==> config.mk <==
export PLATFORM = sky130hd
export DESIGN_NAME = packet_arbiter
export DESIGN_NICKNAME = d
export VERILOG_FILES = /design/src/rtl/packet_arbiter_pkg.sv /design/src/rtl/packet_arbiter_rr_pick.sv /design/src/rtl/packet_arbiter.sv
export SDC_FILE = /design/constraint.sdc
export NUM_CORES = 1
export LEC_CHECK = 0
export ABC_CLOCK_PERIOD_IN_PS = 2800
export BUFFER_PORTS_ARGS = -buffer_cell sky130_fd_sc_hd__buf_2
export CORE_UTILIZATION = 45
export CTS_BUF_LIST = sky130_fd_sc_hd__clkbuf_8
export DETAILED_ROUTE_END_ITERATION = 10
export HOLD_SLACK_MARGIN = 0.15
export PLACE_DENSITY = 0.73
export SYNTH_ARGS = -nofsm -noshare
export SYNTH_HDL_FRONTEND = slang
export SYNTH_SLANG_ARGS = --single-unit
==> constraint.sdc <==
create_clock -name clk -period 2.8 [get_ports clk]
set_clock_uncertainty 0.05 [all_clocks]
set_input_delay 0.14 -clock clk [delete_from_list [all_inputs] [get_ports clk]]
set_output_delay 0.14 -clock clk [all_outputs]
set_load 0.01 [all_outputs]
==> src/rtl/packet_arbiter_pkg.sv <==
// Shared types and helpers for packet_arbiter: FSM state encoding and credit counter sizing.
package packet_arbiter_pkg;

  typedef enum logic {
    IDLE   = 1'b0,
    LOCKED = 1'b1
  } state_e;

  localparam int MAX_ARBITER_WIDTH = 16;
  localparam int MAX_CREDIT_DEPTH  = 15;

  // Bits needed to hold 0..depth inclusive.
  function automatic int cred_w(input int depth);
    return (depth < 1) ? 1 : $clog2(depth + 1);
  endfunction

endpackage

==> src/rtl/packet_arbiter_rr_pick.sv <==
// Round-robin winner selection: lowest request inside the priority mask, else lowest request overall.
module rr_pick #(
  parameter int N = 4
) (
  input  logic [N-1:0] i_request,
  input  logic [N-1:0] i_pr,
  output logic [N-1:0] o_winner
);

  logic [N-1:0] w_masked;
  logic [N-1:0] w_pool;

  assign w_masked = i_request & i_pr;
  assign w_pool   = (|w_masked) ? w_masked : i_request;
  // Two's-complement trick isolates the lowest set bit.
  assign o_winner = w_pool & (~w_pool + N'(1));

endmodule

==> src/rtl/packet_arbiter.sv <==
// Wormhole packet arbiter: round-robin pick in IDLE, owner held until tail in LOCKED.
// Optional downstream credit counter enabled by `define PACKET_ARBITER_CREDIT_EN.
module packet_arbiter
  import packet_arbiter_pkg::*;
#(
  parameter int ARBITER_WIDTH = 4,
  parameter int CREDIT_DEPTH  = 4
) (
  input  logic                     clk,
  input  logic                     reset,
  input  logic [ARBITER_WIDTH-1:0] request,
  input  logic [ARBITER_WIDTH-1:0] tail,
  input  logic                     credit_in,
  output logic [ARBITER_WIDTH-1:0] grant,
  output logic                     any_grant,
  output logic                     locked
);

  localparam int IW = (ARBITER_WIDTH > 1) ? $clog2(ARBITER_WIDTH) : 1;

  state_e                   r_state;
  logic [IW-1:0]            r_owner;
  logic [ARBITER_WIDTH-1:0] r_pr;
  logic [ARBITER_WIDTH-1:0] w_pick;
  logic [IW-1:0]            w_gidx;
  logic                     w_avail;
  logic                     w_done;

`ifdef PACKET_ARBITER_CREDIT_EN
  localparam int CW = cred_w(CREDIT_DEPTH);
  logic [CW-1:0] r_credits;

  // Reset gates avail so grant is forced low while reset is held.
  assign w_avail = reset && (r_credits != '0);

  always_ff @(posedge clk or negedge reset) begin
    if (!reset) begin
      r_credits <= CW'(CREDIT_DEPTH);
    end else if (any_grant && !credit_in) begin
      r_credits <= r_credits - CW'(1);
    end else if (!any_grant && credit_in && (r_credits != CW'(CREDIT_DEPTH))) begin
      r_credits <= r_credits + CW'(1);
    end
  end
`else
  logic w_unused_credit;
  assign w_unused_credit = credit_in;
  assign w_avail         = reset;
`endif

  rr_pick #(.N(ARBITER_WIDTH)) u_pick (
    .i_request (request),
    .i_pr      (r_pr),
    .o_winner  (w_pick)
  );

  always_comb begin
    grant = '0;
    if (w_avail) begin
      if (r_state == IDLE) grant = w_pick;
      else if (request[r_owner]) grant[r_owner] = 1'b1;
    end
  end

  always_comb begin
    w_gidx = '0;
    for (int i = 0; i < ARBITER_WIDTH; i++)
      if (grant[i]) w_gidx = IW'(i);
  end

  assign any_grant = |grant;
  assign w_done    = any_grant && tail[w_gidx];
  assign locked    = (r_state == LOCKED);

  always_ff @(posedge clk or negedge reset) begin
    if (!reset) begin
      r_state <= IDLE;
      r_owner <= '0;
      r_pr    <= '1;
    end else begin
      if (r_state == IDLE) begin
        if (any_grant && !tail[w_gidx]) begin
          r_state <= LOCKED;
          r_owner <= w_gidx;
        end
      end else if (w_done) begin
        r_state <= IDLE;
      end
      // Completing requester drops to lowest priority; everyone above it goes first next time.
      if (w_done)
        for (int i = 0; i < ARBITER_WIDTH; i++)
          r_pr[i] <= (i > int'(w_gidx));
    end
  end

endmodule
# Word-level counts from Yosys, hierarchy flattened
# Cells that the tools add are included.
# word_totals
latchBits,0
wordCells,37
rom_bits,0
ramBits,0
memories,0
regBits,7
# op_classes
n_mux,16
n_eq_ne,0
reduce_logical,7
n_mul,0
order_cmp,6
div_mod_pow,0
shift,0
addsub,1
bitwise_logic,4
# op_table
cell,n
$mux 4,4
$and 4x4->4,2
$reduce_or 4->1,2
$mux 1,7
$lt 2x3->1 const B,2
$add 4x1->4 const B,1
$bmux 1 s2,2
$gt 2x2->1 const A,2
$mux 2,2
$not 4->4,1
$logic_and 1x1->1,3
$demux 1 s2,1
$ge 2x1->1 const B,1
$gt 1x2->1 const A,1
$reduce_and 2->1,1
$logic_not 1->1,1
$not 1->1,1

# Logic depth before layout (Yosys ltp)
# Gate-level depths: netlist (run 1).
# logic_depth
ltp_word,17
depth_mapped,8

# Modules after synthesis
# From an unflattened synthesis (run 1), not the netlist that was laid out.
# hier_totals
hier_cells,78
hier_area_um2,698.2
# by_module_without_submodules
mod,seq_area_each_um2,instances,cells_per_inst,area_each_um2
packet_arbiter,180.2,1,61,575.6
rr_pick,0.0,1,17,122.6

# Worst setup path after synthesis (run 1)
# No wires, ideal clock.
# synth_timing
kind,flip-flop to flip-flop
from,reg (tool-made name)
to,reg r_owner[0]
setup_slack_ns,0.736
stages_incl_launch_ff,9
t_arrival_ns,1.935
synth_period_minus_slack_ns,2.064
setup_ns,0.079
path_cell_list,dfrtp_1 clkbuf_8 inv_1 a221oi_1 a311o_1 and2_4 a211o_1 a21oi_2 mux2i_1
# synth_rtl
element,line_no,source
"end signal, assigned",packet_arbiter.sv:84,r_owner <= w_gidx;
"end, declared",packet_arbiter.sv:22,logic [IW-1:0] r_owner;

==> results.ini, run 1 <==
[die]
die-width_um=39.4
num_io_pins=17
die_area_um2=1560
design.core.area_um2=1300
dieHeight_um=39.4
start_util=0.485
row_count=13

[global_route]
grt_overflow=0
grt_pass1_wl_um=2260
first_global_vias=529
grt_max_degree=13
grt_usage=0.218
antenna_found_initial=0

[sta]
final.setup.tns_ps=0
hold_viol_final=0
min_period_over_period=0.815
rsz0062_at_grt=false
finalCriticalPeriod_ps=2280
fmax_mhz=438
setup_violations=0
worst_pin_slew_ps=451
slew_violations=0
slew_headroom=0.700
hold-worst-slack_ps=213

[logic_synthesis]
synthCells=76
synthesis.nets=87
yosys.area.top_type=dfstp_2
ys_seq_elements=7
synth_edf_count=0
synth_top_area_share=0.167
synth_area_leaders=dfstp_2 (17%), dfrtp_1 (12%), o21ai_0 (4.8%), inv_1 (4.8%), nand3_1 (4.0%)
synth_warnings=0
syn_avg_cell_area_um2=8.30
ys_types=39
async_reset_ff_frac=1.00
syn_area_um2=631
synth_seq_area_share=0.286
synthFlopType=dfstp_2

[clock_network]
cts_max_level=1
postCtsSetupRepairBufs=0
cts_resized=0
cts_made_buffers=3
cts-root-buf=clkbuf_8
clk_pin_slew_ps=40
cts_hold_buf=1
tritoncts=done
cts.sinks=7
worstSkewPairLatency_ps=230
cts_buffer_depth=2

[drt]
drtIter0Drc=18
post_drt_wl_per_cell_um=12.9
drt_pass1_iterations=4
ant_nets=0
vias=668
drc_errors=0
wl_um=1420
drt-vias-per-instance=6.07

[power_and_ir_drop]
ir_drop_mv=0.399
p_seq_frac=0.329
finalPower_mw=0.694
clockPowerShare=0.200
p_int_mw=0.411
p_leak_nw=0.373
switchingPower_mw=0.283
p_comb_frac=0.471
power.density_nw_per_um2=906
switching_share=0.407

[min_path]
min-delay-start=tail[3]
hold_depth=3
min_to=r_pr[3]$_DFFE_PN1P_
holdCritPathClass=input pin to flop

[placed_design]
dp_hpwl_um=1090
port_buffers=15
gp_congestion=0.759

[flow_run]
drv_cap=0

[worst_setup_path]
crit_fanout=11
crit_type=flop to flop
required_ps=2840
reg2reg_slack_ps=520
reg2reg_depth=7
end_kind=flop
startpoint_type=flop
critPathArrivalTime_ps=2320

[layout]
drive_gt1_frac=0.316
diodes=0
area_delta_synth_final_pct=21.4
layout.nets=107
nFillCells=136

[status]
status=finished, final reports clean

==> power groups by stage <==
stage | Clock, mW | Sequential, mW | Combinational (mW)
3_5_place_dp | 0 | 0.227 | 0.325
5_1_grt | 0.148 | 0.239 | 0.369
6_report | 0.139 | 0.228 | 0.327
4_1_cts | 0.143 | 0.226 | 0.329
2_1_floorplan | 0 | 0.200 | 0.276
3_3_place_gp | 0 | 0.227 | 0.321
==> how the worst max path moves through the flow <==
stage               slack, ps  cells after the start                     end  startpoint
floorplan                 740                      8  r_owner[0]$_DFFE_PN0P_        flop
global placement          540                      7                    flop        flop
detailed placement        530                      7     r_pr[1]$_DFFE_PN1P_        flop
CTS                       520                      7     r_pr[1]$_DFFE_PN1P_        flop
global route              280                      7                    flop        flop
finish                    520                      7                    flop        flop
==> metal layers <==
metal / track usage / up-vias / share of wire
li1: - / 332 / -
met1: 0.288 / 304 / 0.48
met2: 0.328 / 30 / 0.44
met3: 0.0511 / 2 / 0.057
met4: 0.103 / 0 / 0.017
met5: 0 / - / 0
==> layout by cell type, fill, tap and decap left out, drive strengths merged, types with 3 or more instances in the layout <==
| master | instances |
|---|---|
| o21ai | 7 |
| a31oi | 3 |
| dfrtp | 3 |
| a21oi | 5 |
| nand2 | 6 |
| dfstp | 4 |
| nor2 | 3 |
| clkbuf | 3 |
| buf | 15 |
| nand3 | 5 |
| inv | 9 |
==> critical path, cell delays in order, from the launching register on <==
cell and delay, ps:
dfrtp_1 520, inv_1 170, a221oi_1 330, a311o_1 360
nor3b_1 390, nor2_1 130, o31ai_1 90, a21boi_1 90
==> cell families (layout without fill, tap and decap cells) <==
group / after synthesis / after routing / synth area share
AO/OA/AOI/OAI: 31 / 31 / 0.371
AND/OR/NAND/NOR: 27 / 27 / 0.242
buffers and inverters: 9 / 28 / 0.0694
flip-flops: 7 / 7 / 0.286
multiplexers: 2 / 2 / 0.0317
==> final cells by class <==
cell class	instances	area, um^2	share of cell area
Multi-Input combinational cell	60	407	0.531
Timing Repair Buffer	16	85.1	0.111
Clock buffer	3	41.3	0.0539
Tap cell	15	18.8	0.0245
Clock inverter	1	3.75	0.00490
Sequential cell	7	180	0.235
Inverter	8	30.0	0.0392
==> synth_stat cells, types with 2 or more instances <==
| cell | n |
|---|---|
| inv_1 | 8 |
| nand2_1 | 6 |
| o21ai_0 | 6 |
| nand3_1 | 5 |
| a21oi_1 | 4 |
| dfstp_2 | 4 |
| a31oi_1 | 3 |
| dfrtp_1 | 3 |
| nor2_1 | 3 |
| a222oi_1 | 2 |
| and3b_1 | 2 |
| mux2i_1 | 2 |
| nor3b_1 | 2 |
==> metrics by stage <==
step | cell area (um^2) | instances | setup WS (ps) | util
4_1_cts | 766 | 110 | 517 | 0.588
6_report | 766 | 110 | 518 | 0.588
2_1_floorplan | 631 | 76 | 736 | -
3_3_place_gp | 711 | 105 | 540 | 0.546
5_1_grt | 766 | 110 | 285 | 0.588
3_5_place_dp | 711 | 105 | 531 | 0.546
No activity file was read; power rests on OpenSTA's default activity.
==> inputs of run 2 (changes only) <==
--- a/config.mk
+++ b/config.mk
@@ -5,7 +5,7 @@
 export SDC_FILE = /design/constraint.sdc
 export NUM_CORES = 1
 export LEC_CHECK = 0
-export ABC_CLOCK_PERIOD_IN_PS = 2800
+export ABC_CLOCK_PERIOD_IN_PS = 2100
 export BUFFER_PORTS_ARGS = -buffer_cell sky130_fd_sc_hd__buf_2
 export CORE_UTILIZATION = 45
 export CTS_BUF_LIST = sky130_fd_sc_hd__clkbuf_8
==> constraint.sdc (replaced) <==
create_clock -name clk -period 2.1 [get_ports clk]
set_clock_uncertainty 0.05 [all_clocks]
set_input_delay 0.105 -clock clk [delete_from_list [all_inputs] [get_ports clk]]
set_output_delay 0.105 -clock clk [all_outputs]
set_load 0.01 [all_outputs]
==> results.ini, run 2 (same netlist as run 1, synthesis figures left out) <==
[sta]
worst_pin_slew_ps=414
hold_viol_final=0
min_period_over_period=1.05
fin_ws_ps=-95.8
slew_violations=0
slew_headroom=0.721
rsz0062_at_grt=true
setup_violations=3
fmax_mhz=455
final.setup.tns_ps=-195
finalCriticalPeriod_ps=2200

[die]
die_area_um2=1560
design.core.area_um2=1300
num_io_pins=17
die-width_um=39.4
start_util=0.485
dieHeight_um=39.4
row_count=13

[worst_setup_path]
r2r_end=r_owner[0]$_DFFE_PN0P_
required_ps=2210
cp.buffers_inverters=0
crit_chain=a21bo_4, a221oi_4, a31oi_4, and2_4, a211o_1, a21oi_2, mux2i_1
startpoint_type=flop
timing.rr.start=r_pr[3]$_DFFE_PN1P_
end_kind=flop
crit_fanout=4
slowest_delay_ps=540
reg2reg_slack_ps=-100
crit_type=flop to flop
reg2reg_depth=7
cp_slowest_cell=dfstp_2
critPathTopFamily=compound AO/OA/AOI/OAI gates
critPathArrivalTime_ps=2300

[layout]
drive_gt1_frac=0.445
area_delta_synth_final_pct=45.6
fin_util=0.706
diodes=0
layout.nets=122
final_cell_mix=buf_2 (15), buf_4 (15), inv_1 (9)
nFillCells=118

[min_path]
holdCritPathClass=input pin to flop
hold_depth=4
min_to=r_pr[2]$_DFFE_PN1P_
min-delay-start=tail[1]

[global_route]
antenna_found_initial=0
grt_pass1_wl_um=2700
grt_usage=0.270
grt_overflow=0
first_global_vias=601
grt_max_degree=9

[clock_network]
tritoncts=done
clk_pin_slew_ps=40
cts_made_buffers=3
worstSkewPairLatency_ps=240
cts.sinks=7
cts_max_level=1
cts-root-buf=clkbuf_8
cts_buffer_depth=2

[drt]
drt-vias-per-instance=5.77
vias=721
drt_pass1_iterations=5
drc_errors=0
post_drt_wl_per_cell_um=14.2
ant_nets=0
wl_um=1780
drtIter0Drc=16

[status]
status=complete, but fails checks
violations=setup timing

[power_and_ir_drop]
switchingPower_mw=0.442
clockPowerShare=0.177
p_seq_frac=0.271
p_comb_frac=0.552
switching_share=0.405
p_int_mw=0.651
p_leak_nw=0.455
power.density_nw_per_um2=1190
ir_drop_mv=0.745

[placed_design]
dp_hpwl_um=1280
dpl_worst_slack_ps=-90.1
port_buffers=15
gp_congestion=0.728

[flow_run]
drv_cap=0

==> run 2: worst max path at each step <==
stage / start / endpoint / slack (ps) / cells after the start
finish: r_pr[3]$_DFFE_PN1P_ / r_owner[0]$_DFFE_PN0P_ / -100 / 7
detailed placement: r_pr[3]$_DFFE_PN1P_ / r_pr[1]$_DFFE_PN1P_ / -90 / 7
floorplan: flop / r_owner[0]$_DFFE_PN0P_ / 40 / 8
global placement: r_pr[3]$_DFFE_PN1P_ / r_pr[1]$_DFFE_PN1P_ / -80 / 7
global route: r_pr[3]$_DFFE_PN1P_ / r_owner[0]$_DFFE_PN0P_ / -180 / 7
CTS: r_pr[3]$_DFFE_PN1P_ / r_owner[0]$_DFFE_PN0P_ / -100 / 7
==> run 2: metrics by stage <==
step / std cells / hold WS, ps / total power, mW / instance area, um^2
after global placement: 118 / -70.3 / 0.818 / 808
after CTS: 124 / 243 / 1.05 / 881
after detailed placement: 118 / -70.1 / 0.831 / 808
final: 125 / 240 / 1.09 / 918
after global routing: 125 / 267 / 1.16 / 918
after floorplan: 76 / -241 / 0.635 / 631
==> run 2: metal layers <==
layer / up-vias / GRT usage / share of wire
met4: 0 / 0.155 / 0.025
met5: - / 0 / 0
met1: 341 / 0.349 / 0.45
met2: 16 / 0.414 / 0.49
met3: 5 / 0.0511 / 0.034
li1: 359 / - / -
==> run 2: repair_timing <==
action                                  CTS  global route
gates resized for setup                   3             6
setup buffers                             1             1
hold buffers                              1             0
endpoints found under the setup margin    8             8
pin swaps                                 1             4
endpoints found under the hold margin     7             0
==> run 2: layout make-up <==
class	count	area, um^2	share of cell area
clock buffer	3	41.3	0.0450
clock inverter	1	3.75	0.00409
inverter	8	30.0	0.0327
multi-input combinational	60	447	0.486
sequential	7	180	0.196
tap	15	18.8	0.0204
timing repair buffer	31	198	0.215
==> run 2: worst reg2reg max path, delay by kind of cell, from the launching register on <==
family / cells / cell delay, ps
AND/OR/NAND/NOR: 1 / 180
multiplexers: 1 / 190
flip-flops: 1 / 540
AO/OA/AOI/OAI: 5 / 1150
==> run 2: power groups by stage <==
stage | clock network, mW | registers, mW | logic [mW]
floorplan | 0 | 0.266 | 0.369
global placement | 0 | 0.288 | 0.530
detailed placement | 0 | 0.292 | 0.539
CTS | 0.197 | 0.290 | 0.561
global route | 0.203 | 0.305 | 0.657
finish | 0.193 | 0.296 | 0.603
